[src/rtl/mem_arbiter_if.sv]
// Shared MMIO bus bundle: two requesting masters on one side, the memory-mapped slave on the other.
interface mem_arbiter_if;
  logic        m0_memread;
  logic        m0_memwrite;
  logic [31:0] m0_addr;
  logic [31:0] m0_writedata;
  logic [31:0] m0_readdata;
  logic        m0_ready;

  logic        m1_memread;
  logic        m1_memwrite;
  logic [31:0] m1_addr;
  logic [31:0] m1_writedata;
  logic [31:0] m1_readdata;
  logic        m1_ready;

  logic        memread;
  logic        memwrite;
  logic [31:0] mem_addr;
  logic [31:0] mem_writedata;
  logic [31:0] mem_readdata;

  // master: the arbiter, which owns the slave strobes and answers the requesters
  modport master (
    input  m0_memread, m0_memwrite, m0_addr, m0_writedata,
    input  m1_memread, m1_memwrite, m1_addr, m1_writedata,
    input  mem_readdata,
    output m0_readdata, m0_ready, m1_readdata, m1_ready,
    output memread, memwrite, mem_addr, mem_writedata
  );

  // slave: the requesters plus the memory, as seen from outside the arbiter
  modport slave (
    output m0_memread, m0_memwrite, m0_addr, m0_writedata,
    output m1_memread, m1_memwrite, m1_addr, m1_writedata,
    output mem_readdata,
    input  m0_readdata, m0_ready, m1_readdata, m1_ready,
    input  memread, memwrite, mem_addr, mem_writedata
  );
endinterface

[src/rtl/mem_arbiter.sv]
// Round-robin two-master arbiter for the MMIO slave; one strobe per transaction, one-cycle ready pulse.
// Write completes 2 cycles after the request is sampled, read 2+RD_LATENCY; masters stall until ready.
module mem_arbiter #(
  parameter int RD_LATENCY = 1
) (
  input logic           clk,
  input logic           reset_n,
  mem_arbiter_if.master bus
);

  typedef enum logic [1:0] {IDLE, ISSUE, WAIT, RESP} state_t;

  localparam logic [2:0] CNT_INIT = (RD_LATENCY > 0) ? 3'(RD_LATENCY - 1) : 3'd0;

  state_t            state_q, state_d;
  logic              gnt_q, gnt_d;
  logic              wr_q, wr_d;
  logic              last_q, last_d;
  logic [2:0]        cnt_q, cnt_d;
  logic              memread_q, memread_d;
  logic              memwrite_q, memwrite_d;
  logic [31:0]       addr_q, addr_d;
  logic [31:0]       wdata_q, wdata_d;
  logic [1:0]        rdy_q, rdy_d;
  logic [1:0][31:0]  rdata_q, rdata_d;

  logic req0, req1, pick;

  always_ff @(posedge clk or negedge reset_n) begin
    if (!reset_n) begin
      state_q    <= IDLE;
      gnt_q      <= 1'b0;
      wr_q       <= 1'b0;
      last_q     <= 1'b1;
      cnt_q      <= 3'd0;
      memread_q  <= 1'b0;
      memwrite_q <= 1'b0;
      addr_q     <= 32'd0;
      wdata_q    <= 32'd0;
      rdy_q      <= 2'b00;
      rdata_q    <= '0;
    end else begin
      state_q    <= state_d;
      gnt_q      <= gnt_d;
      wr_q       <= wr_d;
      last_q     <= last_d;
      cnt_q      <= cnt_d;
      memread_q  <= memread_d;
      memwrite_q <= memwrite_d;
      addr_q     <= addr_d;
      wdata_q    <= wdata_d;
      rdy_q      <= rdy_d;
      rdata_q    <= rdata_d;
    end
  end

  always_comb begin
    state_d    = state_q;
    gnt_d      = gnt_q;
    wr_d       = wr_q;
    last_d     = last_q;
    cnt_d      = cnt_q;
    memread_d  = 1'b0;
    memwrite_d = 1'b0;
    addr_d     = addr_q;
    wdata_d    = wdata_q;
    rdy_d      = 2'b00;
    rdata_d    = rdata_q;
    req0       = bus.m0_memread | bus.m0_memwrite;
    req1       = bus.m1_memread | bus.m1_memwrite;
    pick       = 1'b0;

    case (state_q)
      IDLE: begin
        if (req0 | req1) begin
          // On a tie the master that did not go last wins
          pick       = (req0 & req1) ? ~last_q : req1;
          gnt_d      = pick;
          wr_d       = pick ? bus.m1_memwrite : bus.m0_memwrite;
          addr_d     = pick ? bus.m1_addr : bus.m0_addr;
          wdata_d    = pick ? bus.m1_writedata : bus.m0_writedata;
          memwrite_d = wr_d;
          memread_d  = ~wr_d;
          state_d    = ISSUE;
        end
      end
      ISSUE: begin
        if (wr_q) begin
          rdy_d[gnt_q] = 1'b1;
          state_d      = RESP;
        end else if (RD_LATENCY == 0) begin
          rdata_d[gnt_q] = bus.mem_readdata;
          rdy_d[gnt_q]   = 1'b1;
          state_d        = RESP;
        end else begin
          cnt_d   = CNT_INIT;
          state_d = WAIT;
        end
      end
      WAIT: begin
        if (cnt_q == 3'd0) begin
          rdata_d[gnt_q] = bus.mem_readdata;
          rdy_d[gnt_q]   = 1'b1;
          state_d        = RESP;
        end else begin
          cnt_d = cnt_q - 3'd1;
        end
      end
      RESP: begin
        // Requests seen here still belong to the finished transaction
        last_d  = gnt_q;
        state_d = IDLE;
      end
      default: state_d = IDLE;
    endcase
  end

  assign bus.memread       = memread_q;
  assign bus.memwrite      = memwrite_q;
  assign bus.mem_addr      = addr_q;
  assign bus.mem_writedata = wdata_q;
  assign bus.m0_ready      = rdy_q[0];
  assign bus.m1_ready      = rdy_q[1];
  assign bus.m0_readdata   = rdata_q[0];
  assign bus.m1_readdata   = rdata_q[1];

endmodule

[src/flat_wrapper.sv]
// flat-port wrapper written by rule: the top's interface ports become plain ports
module mem_arbiter_flat 
#(
  parameter int RD_LATENCY = 1
)
  (clk, reset_n, bus_m0_memread, bus_m0_memwrite, bus_m0_addr, bus_m0_writedata, bus_m1_memread, bus_m1_memwrite, bus_m1_addr, bus_m1_writedata, bus_mem_readdata, bus_m0_readdata, bus_m0_ready, bus_m1_readdata, bus_m1_ready, bus_memread, bus_memwrite, bus_mem_addr, bus_mem_writedata);
  mem_arbiter_if bus_i ();
  input logic clk;
  input logic reset_n;
  input wire logic [$bits(bus_i.m0_memread)-1:0] bus_m0_memread;
  input wire logic [$bits(bus_i.m0_memwrite)-1:0] bus_m0_memwrite;
  input wire logic [$bits(bus_i.m0_addr)-1:0] bus_m0_addr;
  input wire logic [$bits(bus_i.m0_writedata)-1:0] bus_m0_writedata;
  input wire logic [$bits(bus_i.m1_memread)-1:0] bus_m1_memread;
  input wire logic [$bits(bus_i.m1_memwrite)-1:0] bus_m1_memwrite;
  input wire logic [$bits(bus_i.m1_addr)-1:0] bus_m1_addr;
  input wire logic [$bits(bus_i.m1_writedata)-1:0] bus_m1_writedata;
  input wire logic [$bits(bus_i.mem_readdata)-1:0] bus_mem_readdata;
  output wire logic [$bits(bus_i.m0_readdata)-1:0] bus_m0_readdata;
  output wire logic [$bits(bus_i.m0_ready)-1:0] bus_m0_ready;
  output wire logic [$bits(bus_i.m1_readdata)-1:0] bus_m1_readdata;
  output wire logic [$bits(bus_i.m1_ready)-1:0] bus_m1_ready;
  output wire logic [$bits(bus_i.memread)-1:0] bus_memread;
  output wire logic [$bits(bus_i.memwrite)-1:0] bus_memwrite;
  output wire logic [$bits(bus_i.mem_addr)-1:0] bus_mem_addr;
  output wire logic [$bits(bus_i.mem_writedata)-1:0] bus_mem_writedata;
  assign bus_i.m0_memread = bus_m0_memread;
  assign bus_i.m0_memwrite = bus_m0_memwrite;
  assign bus_i.m0_addr = bus_m0_addr;
  assign bus_i.m0_writedata = bus_m0_writedata;
  assign bus_i.m1_memread = bus_m1_memread;
  assign bus_i.m1_memwrite = bus_m1_memwrite;
  assign bus_i.m1_addr = bus_m1_addr;
  assign bus_i.m1_writedata = bus_m1_writedata;
  assign bus_i.mem_readdata = bus_mem_readdata;
  assign bus_m0_readdata = bus_i.m0_readdata;
  assign bus_m0_ready = bus_i.m0_ready;
  assign bus_m1_readdata = bus_i.m1_readdata;
  assign bus_m1_ready = bus_i.m1_ready;
  assign bus_memread = bus_i.memread;
  assign bus_memwrite = bus_i.memwrite;
  assign bus_mem_addr = bus_i.mem_addr;
  assign bus_mem_writedata = bus_i.mem_writedata;
  mem_arbiter #(.RD_LATENCY(RD_LATENCY)) u_core (.clk(clk), .reset_n(reset_n), .bus(bus_i));
endmodule
[config.mk]
export PLATFORM = sky130hd
export DESIGN_NAME = mem_arbiter_flat
export DESIGN_NICKNAME = d
export VERILOG_FILES = /design/src/rtl/mem_arbiter_if.sv /design/src/rtl/mem_arbiter.sv /design/src/flat_wrapper.sv
export SDC_FILE = /design/constraint.sdc
export NUM_CORES = 1
export LEC_CHECK = 0
export CAP_MARGIN = 10
export CELL_PAD_IN_SITES_DETAIL_PLACEMENT = 1
export CELL_PAD_IN_SITES_GLOBAL_PLACEMENT = 1
export CORE_MARGIN = 1.5
export CORE_UTILIZATION = 30
export CTS_CLUSTER_SIZE = 40
export DETAILED_ROUTE_END_ITERATION = 10
export GPL_TIMING_DRIVEN = 0
export PLACE_DENSITY_LB_ADDON = 0.1
export SYNTH_ARGS = -nofsm -noshare
export SYNTH_HDL_FRONTEND = slang
export SYNTH_SLANG_ARGS = --single-unit
[constraint.sdc]
create_clock -name clk -period 2.05 [get_ports clk]
set_input_delay 0.3075 -clock clk [delete_from_list [all_inputs] [get_ports clk]]
set_output_delay 0.3075 -clock clk [all_outputs]
set_load 0.05 [all_outputs]
==> metrics.md, run 1 <==
| Metric | Value |
|---|---|
| Peak VDD IR | around 0.69 mV |
| Final Skew | 0.0113 ns |
| Average cell area after synthesis | 10.9 um^2 |
| Met1 wire length | slightly above 9000 um |
| FILL cells | approximately 2,100 |
| Final #Nets | 1,046 |
| Top cells by area, synth | dfrtp_1 57%, mux2_2 12%, a31oi_1 6.7% |
| Seq/Total Area, Yosys | 57.6% |
| Worst-path maximum fanout | 2 |
| Total core area | slightly below 0.02 mm^2 |
| Post-synth EDFFs | 0 |
| Power per standard cell area | roughly 2000 mW/mm^2 |
| Top Family by Delay on Critical Path | buffers and inverters |
| Synth Flop Type | dfrtp_1 |
| Cell chain of the critical path | clkdlybuf4s50_1 |
| Routed length per instance | slightly below 20 um |
| IO Pins | approximately 300 |
| Final setup viols | 0 |
| Layout cells sized above 1 | 13.5% |
| Final core occ | 50.9% |
| Final Max Tran Viols | 0 |
| CTS tree | built |
| Slew margin rel. | 49.7% |
| Met3 routed WL | 1800 um |
| Worst path arrival time | 1.65 ns |
| WS Path Type | reg2out |
| DRC viols | 0 |
| Max H-tree Level | 4 |
| Share of synthesized flip-flops with an asynchronous set or reset | 100% |
| CP bufs+invs | 1 |
| Global placer's final weighted congestion | 0.781 |
| First-pass GRT wire length | between 30,000 and 40,000 um |
| Synth top cells by count | 139 x dfrtp_1, 67 x nor2_1, 65 x a21oi_1, 65 x a31oi_1 |
| Hold_ws | 0.408 ns |
| Drt initial violations | 179 |
| Die area | 0.0212 mm^2 |
| Starting Density | 31.0% |
| Pin count of the biggest net entering global routing | 78 |
| Share of the synthesized area in the top cell type | 57.1% |
| Post-synth top area cell | dfrtp_1 |
| Initial antenna violation count | 1 |
| TNS Setup | 0 ns |
| Final worst-path cycle share | 95.6% |
| Global router's overall resource usage | 21.5% |
| CP required | between 1.5 and 2 ns |
| CTS Root Cell | clkbuf_16 |
| Routed wl met2 | 11,000 um |
| Drt total wl | 22,600 um |
| # clock sinks | 140 |
| Grt total ovfl | 0 |
| Post-route cell area | 0.0100 mm^2 |
| Final Non-Filler Cells | 1,153 |
| Vias in the first global route | 6,290 |
| Warnings from Yosys | 0 |
| Cells after Synth | 559 |
| Row count | between 50 and 60 |
| Number of placed cells counting well taps | ~1,100 |
| Max-cap viol count | 0 |
| Multi-input logic area | 0.00235 mm^2 |
| Vias per Instance | 4.97 |
| Static leakage power | about 4.0 nW |
| Slew @ Worst Pin | about 0.75 ns |
| Clock latency at the later pin of the worst-skew pair | 0.42 ns |
| Tot Pwr | 19.7 mW |
| Largest stage delay, worst path | approximately 0.88 ns |
| Synthesized flop and latch total | 140 |
| Worst hold path class | in2reg |
| Synthesis-to-layout area growth | 64.2% |
| Post-synthesis cell type count | 33 |
| Clock slew at reported path FFs | 0.06 ns |
| Antenna Violating Nets Remaining | 0 |
| Hold Fails Final Rpt | 0 |
| Most common cell in the netlist | dfrtp_1 |
| Chip Width | roughly 150 um |
| DP Worst Slack | -0.321 ns |
| Status | complete, no violations |
| Top sig layer | met4 |
| Placed Area | about 0.0094 mm^2 |
| Element type at the critical path end | output port |
| Post-Syn Area | ~0.0061 mm^2 |
| Vias | 5,735 |
| TritonRoute pass-1 iters | 4 |
| Clock Tree Buf Depth | 2 |
| Post-CTS Setup Repair Bufs | 0 |
| Cts bufs inserted | 17 |
| CP max-delay cell | clkdlybuf4s50_1 |
| CP startpoint kind | register |
| Final setup margin | around 0.090 ns |
| Fmax | between 500 and 600 MHz |
| Post-layout minimum cycle time | roughly 2 ns |
| Syn_nets | 731 |
| Hpwl dp | between 15,000 and 20,000 um |
| I/O Buffers | 295 |
| Die Y | 145 um |
| Register area | 0.00350 mm^2 |
-- final timing paths --
kind | startpoint | end | slack (ns) | cells past startpoint
max | u_core.bus.mem_addr[3] | bus_mem_addr[3] | 0.09 | 1
min | bus_m0_memread | u_core.bus.memwrite | 0.41 | 3
max reg2reg | u_core.cnt_q[0] | u_core.bus.m0_readdata[14] | 0.16 | 7
min reg2reg | u_core.bus.m0_readdata[18] | u_core.bus.m0_readdata[18] | 0.50 | 1
max in group asynchronous | reset_n | u_core.bus.mem_addr[12] | 0.74 | 3
min in group asynchronous | reset_n | u_core.bus.m1_readdata[15] | 0.52 | 2
-- sequential cells by signal (all words and copies together) (netlist names) --
name / cells
u_core.bus.m1_readdata: 32
u_core.bus.mem_addr: 32
u_core.bus.memread: 1
u_core.bus.m0_readdata: 32
u_core.rdy_q: 2
u_core.state_q: 2
u_core.cnt_q: 3
u_core.last_q: 1
u_core.bus.memwrite: 1
u_core.bus.mem_writedata: 32
u_core.wr_q: 1
u_core.gnt_q: 1
-- worst register-to-register path, stage by stage, from the launching register on --
cell     delay [ns]
dfrtp_1        0.36
inv_1          0.09
ha_1           0.16
ha_1           0.20
nand2_1        0.09
or2_2          0.35
buf_4          0.21
mux2_1         0.32
-- cell type report --
type                            instances  share of cell area, %
Buffer                                 49                   2.24
Sequential cell                       140                   35.0
Multi-Input combinational cell        364                   23.5
Inverter                                5                  0.188
Antenna cell                            1                 0.0250
Clock buffer                           20                   4.37
Timing Repair Buffer                  297                   29.9
Clock inverter                         12                   1.36
Tap cell                              265                   3.32
-- kinds of logic after synthesis --
logic type | Yosys count | share of synthesized area [%]
flops | 140 | 57.6
fa+ha+maj | 6 | 1.23
compound gates | 204 | 19.0
simple gates | 85 | 5.71
buf+inv | 55 | 3.82
mux | 69 | 12.7
-- metal layers --
metal,global-route usage [%],vias up
met2,35.9,217
met3,7.27,32
met4,8.06,0
met5,0,-
met1,25.5,2838
li1,-,2648
-- report_power, final --
| part | internal [mW] | switching (mW) |
|---|---|---|
| combinational | 4.08 | 7.55 |
| sequential | 4.19 | 0.781 |
| clock | 1.81 | 1.26 |
-- cells in the final DEF, fill, tap and decap left out, types with 5 or more instances in the layout --
cell type / instances
buf_1: 5
buf_2: 10
clkbuf_16: 17
clkbuf_1: 28
clkdlybuf4s50_1: 294
a31oi_1: 65
a21oi_1: 65
dfrtp_1: 139
nor2_1: 67
inv_1: 5
nand2_1: 6
o21ai_0: 64
mux2_2: 64
ha_1: 5
-- timing repair --
action	CTS	global route
gates resized for setup	9	7
hold endpoints to repair	75	0
endpoints found under the setup margin	47	41
hold buffers	1	0
cloned	0	0
pin swaps	0	1
No activity file was read; power rests on OpenSTA's default activity.
==> run 2, diff against run 1 <==
--- a/config.mk
+++ b/config.mk
@@ -6,14 +6,12 @@
 export NUM_CORES = 1
 export LEC_CHECK = 0
 export CAP_MARGIN = 10
-export CELL_PAD_IN_SITES_DETAIL_PLACEMENT = 1
-export CELL_PAD_IN_SITES_GLOBAL_PLACEMENT = 1
 export CORE_MARGIN = 1.5
-export CORE_UTILIZATION = 30
+export CORE_UTILIZATION = 41
 export CTS_CLUSTER_SIZE = 40
 export DETAILED_ROUTE_END_ITERATION = 10
 export GPL_TIMING_DRIVEN = 0
-export PLACE_DENSITY_LB_ADDON = 0.1
+export PLACE_DENSITY = 0.81
 export SYNTH_ARGS = -nofsm -noshare
 export SYNTH_HDL_FRONTEND = slang
 export SYNTH_SLANG_ARGS = --single-unit
==> run 2 against run 1 <==
  * Flip-flop and latch count did not move
  * Register-to-register slack improved by 0.03 ns
  * Clock skew fell by 0.0045 ns
  * Non-clock buffer count did not move
  * Sequential share of layout area rose by 0.31 points
  * Combinational power barely moved
  * Maximum frequency rose by 0.12%
  * Cell count fell by 7.1%
  * First-iteration DRC count rose by 100%
  * Core utilization rose by 17 points
  * Critical path type unchanged
  * Highest routed layer unchanged
==> metrics.md, run 2 (same netlist as run 1, synthesis figures left out) <==
| Metric | Value |
|---|---|
| CP Launch Point | u_core.bus.mem_writedata[3] |
| Final setup viols | 0 |
| Drt initial violations | 361 |
| Slew @ Worst Pin | 0.599 ns |
| Routed wl met2 | between 9000 and 10,000 um |
| Placed Area | slightly above 0.009 mm^2 |
| Commonest non-fill, non-tap cell in the layout | clkdlybuf4s50_1 |
| R2r endpoint | u_core.bus.m1_readdata[27] |
| Chip Width | approximately 120 um |
| Hold_ws | 0.399 ns |
| Final worst-path cycle share | 95.5% |
| FILL cells | approximately 1,100 |
| Clock latency at the later pin of the worst-skew pair | 0.42 ns |
| CP max-delay cell | clkdlybuf4s50_1 |
| Met3 routed WL | 1700 um |
| Crit Reg-Reg Startpoint | u_core.cnt_q[0] |
| Fmax | slightly above 500 MHz |
| Global placer's final weighted congestion | 0.915 |
| RSZ-0062 raised after global routing | no |
| Initial antenna violation count | 0 |
| Clock slew at reported path FFs | approximately 0.060 ns |
| I/O Buffers | 295 |
| Vias per Instance | 5.35 |
| Worst-path maximum fanout | 2 |
| Static leakage power | 4.00 nW |
| Grt total ovfl | 0 |
| TritonRoute pass-1 iters | 5 |
| Drt total wl | 19,600 um |
| Met1 wire length | 7610 um |
| Status | complete, no violations |
| Post-CTS Setup Repair Bufs | 0 |
| Total core area | 0.0145 mm^2 |
| Clock Tree Buf Depth | 2 |
| Power per standard cell area | 1970 mW/mm^2 |
| Most frequent cells in the layout | 294 x clkdlybuf4s50_1, 139 x dfrtp_1, 67 x nor2_1, 65 x a21oi_1, 65 x a31oi_1 |
| Cell chain of the critical path | clkdlybuf4s50_1 |
| CTS tree | built |
| Final Max Tran Viols | 0 |
| Die Y | ~120 um |
| Synthesis-to-layout area growth | 62.8% |
| Vias in the first global route | 5,682 |
| Antenna Violating Nets Remaining | 0 |
| DRC viols | 0 |
| CP bufs+invs | 1 |
| Cts bufs inserted | 17 |
| Reg2Reg Depth | 6 |
| Peak VDD IR | 1.23 mV |
| Max-cap viol count | 0 |
| Final setup margin | 0.0920 ns |
| Starting Density | 41.9% |
| WP depth | 1 |
| Hold Fails Final Rpt | 0 |
| CP startpoint kind | register |
| Post-layout minimum cycle time | roughly 2.0 ns |
| Element type at the critical path end | output port |
| First-pass GRT wire length | 31,000 um |
| Row count | 44 |
| Hpwl dp | 14,500 um |
| Top Family by Delay on Critical Path | buffers and inverters |
| Layout cells sized above 1 | a little over an eighth |
| # clock sinks | 140 |
| Global router's overall resource usage | between 20% and 30% |
| Vias | 5,727 |
| Final Non-Filler Cells | between 1,000 and 1,500 |
| Final Skew | 0.00686 ns |
| Pin count of the biggest net entering global routing | 79 |
| DP Worst Slack | -0.332 ns |
| Max H-tree Level | 4 |
| Final #Nets | about 1,000 |
| Worst hold path class | in2reg |
| WS Path Type | reg2out |
| Post-route cell area | just under 0.01 mm^2 |
| Number of antenna diodes | 0 |
| Top sig layer | met4 |
| Number of placed cells counting well taps | between 1,000 and 1,500 |
| Routed length per instance | 18.3 um |
| Die area | 0.0156 mm^2 |
| CP required | 1.74 ns |
| Largest stage delay, worst path | 0.83 ns |
| IO Pins | 298 |
| Final core occ | around two thirds |
| CTS Root Cell | clkbuf_16 |
| Slew margin rel. | 60.1% |
| CP Capture Point | bus_mem_writedata[3] |
| Reg-to-reg setup timing slack | about 0.19 ns |
| Worst path arrival time | 1.65 ns |
[run 2: metal layers]
layer  vias up  GRT usage [%]
met5         -              0
met3        33           8.63
met1      2762           31.3
li1       2651              -
met2       281           41.9
met4         0           9.83
[run 2: how the worst min path moves through the flow]
stage / slack (ns) / end / depth (start not counted) / startpoint
6_report: 0.40 / u_core.bus.memwrite / 3 / bus_m0_memread
5_1_grt: 0.41 / u_core.bus.memwrite / 3 / bus_m0_memread
4_1_cts: 0.39 / u_core.bus.memwrite / 3 / bus_m0_memread
3_5_place_dp: 0.33 / u_core.bus.mem_writedata[14] / 1 / reset_n
3_3_place_gp: 0.48 / u_core.bus.m0_readdata[18] / 1 / u_core.bus.m0_readdata[18]
2_1_floorplan: 0.01 / u_core.bus.m0_readdata[0] / 0 / reset_n
[run 2: area by class of cell]
class                      instances  area [um^2]  area share (%)
buffer                            49          224            2.26
clock buffer                      20          457            4.61
clock inverter                    12          134            1.35
inverter                           5         18.8           0.189
multi-input combinational        364         2350            23.7
sequential                       140         3500            35.4
tap                              184          230            2.32
timing repair buffer             297         2990            30.2
[run 2: repair_timing]
item	in CTS	in global routing
endpoints found under the hold margin	61	0
endpoints found under the setup margin	30	65
hold buffers	1	0
gates resized for setup	3	12
[run 2: stage by stage]
step / setup TNS (ns) / power (mW)
after floorplan: 0 / 12.4
after global placement: -726.29 / 16.3
after detailed placement: -16.08 / 16.5
after CTS: 0 / 19.6
after global routing: 0 / 20.5
final: 0 / 19.5
[run 2: report_power, final]
part | switching [mW] | internal, mW | leakage, nW
Combinational | 7.42 | 4.08 | 2.10
Clock | 1.22 | 1.87 | 0.288
Sequential | 0.753 | 4.19 | 1.61
Total | 9.39 | 10.1 | 4.00
